==> config.mk <==
export PLATFORM = sky130hd
export DESIGN_NAME = validacion_persistente
export DESIGN_NICKNAME = d
export VERILOG_FILES = /design/src/rtl/validacion_persistente.sv
export SDC_FILE = /design/constraint.sdc
export NUM_CORES = 1
export LEC_CHECK = 0
export CAP_MARGIN = 20
export CORE_ASPECT_RATIO = 1.2
export CORE_UTILIZATION = 65
export CTS_BUF_LIST = sky130_fd_sc_hd__clkbuf_2 sky130_fd_sc_hd__clkbuf_4 sky130_fd_sc_hd__clkbuf_8
export CTS_CLUSTER_SIZE = 20
export DETAILED_ROUTE_END_ITERATION = 10
export PLACE_DENSITY_LB_ADDON = 0.12
export SETUP_SLACK_MARGIN = 0.5
export SLEW_MARGIN = 20
export SYNTH_ARGS = -nofsm -noshare
export SYNTH_HDL_FRONTEND = slang
export SYNTH_HIERARCHICAL = 1
export SYNTH_SLANG_ARGS = --single-unit
==> constraint.sdc <==
create_clock -name clk -period 3.4 [get_ports clk]
set_input_delay 0.68 -clock clk [delete_from_list [all_inputs] [get_ports clk]]
set_output_delay 0.68 -clock clk [all_outputs]
set_load 0.02 [all_outputs]
==> src/rtl/validacion_persistente.sv <==
// Persistence filter for a current-level field and a smoke flag, with reserved-bit checking and a stale-data flag.
// Optional smoke alarm latch: define VALIDACION_HUMO_LATCH_EN.

module validacion_campo #(
  parameter int W       = 3,
  parameter int PERSIST = 4
) (
  input  logic         clk,
  input  logic         reset,
  input  logic         muestra,
  input  logic         borrar,
  input  logic [W-1:0] campo,
  output logic [W-1:0] valor,
  output logic [W-1:0] valor_next
);

  typedef enum logic [1:0] {IDLE, TRACK, STABLE} estado_t;

  localparam logic [7:0] PERSIST_C = 8'(PERSIST);

  estado_t      estado_reg, estado_next;
  logic [W-1:0] cand_reg, cand_next;
  logic [7:0]   cnt_reg, cnt_next;
  logic [W-1:0] valor_reg;

  always_ff @(posedge clk or negedge reset) begin
    if (!reset) begin
      estado_reg <= IDLE;
      cand_reg   <= '0;
      cnt_reg    <= '0;
      valor_reg  <= '0;
    end else begin
      estado_reg <= estado_next;
      cand_reg   <= cand_next;
      cnt_reg    <= cnt_next;
      valor_reg  <= valor_next;
    end
  end

  always_comb begin
    estado_next = estado_reg;
    cand_next   = cand_reg;
    cnt_next    = cnt_reg;
    valor_next  = valor_reg;
    if (borrar) begin
      cnt_next    = '0;
      estado_next = IDLE;
    end else if (muestra) begin
      if (campo != cand_reg) begin
        cand_next = campo;
        cnt_next  = 8'd1;
      end else if (estado_reg != STABLE) begin
        cnt_next = cnt_reg + 8'd1;
      end
      estado_next = (cnt_next == PERSIST_C) ? STABLE : TRACK;
      // Reload only on the edge that reaches PERSIST, never while already saturated.
      if ((cnt_next == PERSIST_C) && ((estado_reg != STABLE) || (campo != cand_reg)))
        valor_next = cand_next;
    end
  end

  assign valor = valor_reg;

endmodule

module validacion_persistente #(
  parameter int N       = 8,
  parameter int R       = 3,
  parameter int PERSIST = 4,
  parameter int TIMEOUT = 1000
) (
  input  logic         clk,
  input  logic         reset,
  input  logic [N-1:0] data_in,
  input  logic         data_valid,
  input  logic         ack_humo,
  output logic [R-1:0] senal_corriente,
  output logic         senal_humo,
  output logic         cambio,
  output logic         error_dato,
  output logic         sin_datos
);

  localparam int            IW        = $clog2(TIMEOUT + 1);
  localparam logic [IW-1:0] TIMEOUT_C = IW'(TIMEOUT);

  logic          reservado_nz;
  logic          muestra, borrar;
  logic [R-1:0]  corr_val, corr_next;
  logic          humo_val, humo_val_next, humo_next;
  logic          cambio_reg, error_reg;
  logic [IW-1:0] idle_reg;

  generate
    if (N > R + 1) begin : g_rsv
      assign reservado_nz = |data_in[N-1:R+1];
    end else begin : g_no_rsv
      assign reservado_nz = 1'b0;
    end
  endgenerate

  assign muestra = data_valid & ~reservado_nz;
  assign borrar  = data_valid & reservado_nz;

  validacion_campo #(.W(R), .PERSIST(PERSIST)) u_corriente (
    .clk        (clk),
    .reset      (reset),
    .muestra    (muestra),
    .borrar     (borrar),
    .campo      (data_in[R-1:0]),
    .valor      (corr_val),
    .valor_next (corr_next)
  );

  validacion_campo #(.W(1), .PERSIST(PERSIST)) u_humo (
    .clk        (clk),
    .reset      (reset),
    .muestra    (muestra),
    .borrar     (borrar),
    .campo      (data_in[R]),
    .valor      (humo_val),
    .valor_next (humo_val_next)
  );

`ifdef VALIDACION_HUMO_LATCH_EN
  logic humo_reg;

  // Once raised, the alarm only drops on an acknowledge while the filtered smoke flag is clear.
  assign humo_next = humo_val_next | (humo_reg & ~ack_humo);

  always_ff @(posedge clk or negedge reset) begin
    if (!reset) humo_reg <= 1'b0;
    else        humo_reg <= humo_next;
  end

  assign senal_humo = humo_reg;
`else
  logic unused_ack;
  assign unused_ack = ack_humo;
  assign humo_next  = humo_val_next;
  assign senal_humo = humo_val;
`endif

  always_ff @(posedge clk or negedge reset) begin
    if (!reset) begin
      cambio_reg <= 1'b0;
      error_reg  <= 1'b0;
      idle_reg   <= '0;
    end else begin
      cambio_reg <= (corr_next != corr_val) | (humo_next != senal_humo);
      error_reg  <= borrar;
      if (data_valid)
        idle_reg <= '0;
      else if (idle_reg != TIMEOUT_C)
        idle_reg <= idle_reg + IW'(1);
    end
  end

  assign senal_corriente = corr_val;
  assign cambio          = cambio_reg;
  assign error_dato      = error_reg;
  assign sin_datos       = (idle_reg == TIMEOUT_C);

endmodule

==> results.txt <==
asr flop ratio synth -> 1.00
Layout Skew -> 0.00581 ns
pin count of the biggest net entering global routing -> 41
RSZ-0062 raised after global routing -> no
Highest Clock Rate -> 0.372 GHz
Core ar. -> 3660 um^2
reg2reg end -> cambio
critical path peak fanout -> 19
Total Neg Setup Slack -> 0 ns
drt initial violations -> 144
CTS tree -> built
Layout Area Growth over Synthesis -> 11.9%
GPL Wtd Cong -> 0.872
post-place instance area -> 2690 um^2
clk buf depth -> 2
EDFF count, synth -> 0
critical path type -> in2reg
worst r2r src -> u_humo/cnt_reg[0]
worst vdd ir -> 283 uV
DP HPWL -> 3280 um
drt pass-1 iters -> 4
syn avg cell area -> 9.16 um^2
post-CTS setup buffers -> 0
CP top delay family -> simple AND/OR/NAND/NOR gates
status -> finished clean
Post-CTS Resized -> 0
hold_ws -> 0.494 ns
P per Cell Area -> 337 nW/um^2
Starting Density -> 0.680
Die ar. -> 4090 um^2
top cells by area, synth -> dfrtp_1, nand2_1, xnor2_1
Die W -> 58.5 um
CP max stage delay -> 0.46 ns
fin crit share -> 0.792
worst-margin pin slew -> 0.879 ns
FP Rows -> 24
number of global-route vias before repair -> 1,855
drt total wl -> 4810 um
register area share after synthesis -> 0.402
Final nets -> 305
Synth Cell Area -> 2490 um^2
startpoint types -> primary input
htree depth -> 2
final core utilization -> 0.762
CTS buffer count -> 5
post-route cell area -> 2790 um^2
Synth warnings -> 6
worst reg2reg path depth -> 9
ANT nets after route -> 0
first-pass GRT wire length -> 8200 um
post-synth net total -> 290
worst path bufs/invs -> 2
worst skew pair latency -> 0.29 ns
Synth top area share -> 0.402
die height -> 69.8 um
hold crit path type -> in2async
Syn Inst Count -> 272
io pins -> 19
CTS root buf -> clkbuf_8
Setup WS post-layout -> 0.709 ns
leakage -> 1.11 nW
WL/cell -> 14.2 um
IO Port Bufs -> 17
Fin. Hold Viols -> 0
register bit total from synthesis -> 40
Primary FF master, synth -> dfrtp_1
CTS sink count -> 40
layout cells sized above 1 -> 0.125
total track usage -> 0.259
Slew Limit Fails -> 0
CTS Hold Bufs -> 0
DRC Markers -> 0
Max Cap Viol -> 0
CP arrival -> 2.86 ns
FILL cells -> 290
dpl ws -> 0.256 ns
GRT overflow -> 0
clk slew on worst S/H paths -> 0.08 ns
DR vias/cell -> 5.95
max reg flops -> 10
initial antenna violation count -> 0
crit end category -> flop
min Tclk post-route -> 2.69 ns
# setup viols final -> 0
reg2reg setup slack -> 0.92 ns
Slew HR -> 0.414
CP Cell Sequence -> clkdlybuf4s50_1 > nor4_2 > and2_1 > buf_4 > nand2_1 > nor2_1 > nand3_1 > mux2_4 > xnor2_1 > nand4_1
ant diodes -> 0
post-synth cell types -> 62
DR vias -> 2,023
Yosys top cell by area -> dfrtp_1
Worst Path Required -> 3.57 ns
Critical Path Slowest Stage Cell -> clkdlybuf4s50_1
[metal layers]
metal / track usage / vias to the layer above / routed length, um
li1: - / 1004 / -
met3: 0.0466 / 7 / 120
met5: 0 / - / 0
met2: 0.416 / 34 / 2410
met4: 0.0926 / 0 / 68
met1: 0.348 / 978 / 2220
[through the flow]
stage	instances	total power, mW
after floorplan	272	0.573
final	340	0.939
after global routing	340	0.982
after global placement	332	0.616
after CTS	340	0.948
after detailed placement	332	0.618
[power by group]
part / total (mW) / leakage (nW) / switching [mW] / internal [mW]
sequential: 0.503 / 0.548 / 0.0129 / 0.490
combinational: 0.108 / 0.513 / 0.0653 / 0.0425
clock: 0.328 / 0.0510 / 0.166 / 0.162
total: 0.939 / 1.11 / 0.245 / 0.694
[logic make-up after synthesis]
kind of cell / synth area share
xor+xnor: 0.0492
buf+inv: 0.0377
compound gates: 0.126
mux: 0.0542
simple gates: 0.301
flops: 0.402
fa+ha+maj: 0.0301
[cell type report]
cell class                      count  area (um^2)  share of cell area
Multi-Input combinational cell    211         1410               0.504
Clock inverter                      2         10.0             0.00359
Sequential cell                    40         1000               0.359
Clock buffer                        6         82.6              0.0296
Inverter                            8         30.0              0.0108
Timing Repair Buffer               21          195              0.0700
Tap cell                           52         65.1              0.0233
[worst register-to-register path: stages (launching register included)]
cell	delay [ns]
dfrtp_1	0.43
ha_1	0.28
nand2_1	0.14
nor4b_4	0.39
nor3_1	0.08
a311o_1	0.36
nand3_1	0.12
mux2_4	0.32
xnor2_1	0.15
nand4_1	0.09
[synthesized netlist by cell type (3+ instances only)]
library cell,instances
inv_1,7
or4_1,3
ha_1,6
nand2b_1,5
xnor2_1,12
mux2_1,4
o21ai_0,9
nand3_1,10
nor3_1,6
and3_1,3
nor2_1,27
o31ai_1,4
mux2i_1,5
nand4_1,7
nor3b_1,3
nor4_1,3
a21oi_1,19
a22oi_1,5
nor2b_1,4
dfrtp_1,40
buf_2,3
and2_1,3
clkbuf_1,8
nand2_1,32
[worst max path at each step]
stage / start / slack, ns / cells after the start / to
final: data_in[5] / 0.71 / 10 / cambio
after global placement: data_in[5] / 0.31 / 10 / cambio
after floorplan: data_in[5] / 1.0 / 7 / u_humo/cnt_reg[3]
after CTS: data_in[5] / 0.56 / 10 / cambio
after global routing: data_in[5] / 0.58 / 10 / cambio
after detailed placement: data_in[5] / 0.26 / 10 / cambio
[cell usage in the layout, fill, tap and decap left out, types with 4 or more instances in the layout]
cell type        netlist  layout
ha_1                   6       6
clkbuf_8               0       6
nand3_1               10      10
clkdlybuf4s50_1        0      16
nand4_1                7       7
o31ai_1                4       4
a21oi_1               19      19
nand2_1               32      32
inv_1                  7       7
dfrtp_1               40      40
buf_4                  1       4
a22oi_1                5       5
o21ai_0                9       9
nand2b_1               5       5
mux2i_1                5       5
xnor2_1               12      12
mux2_1                 4       4
nor2_1                27      27
nor3_1                 6       6
No activity file was read; power rests on OpenSTA's default activity.
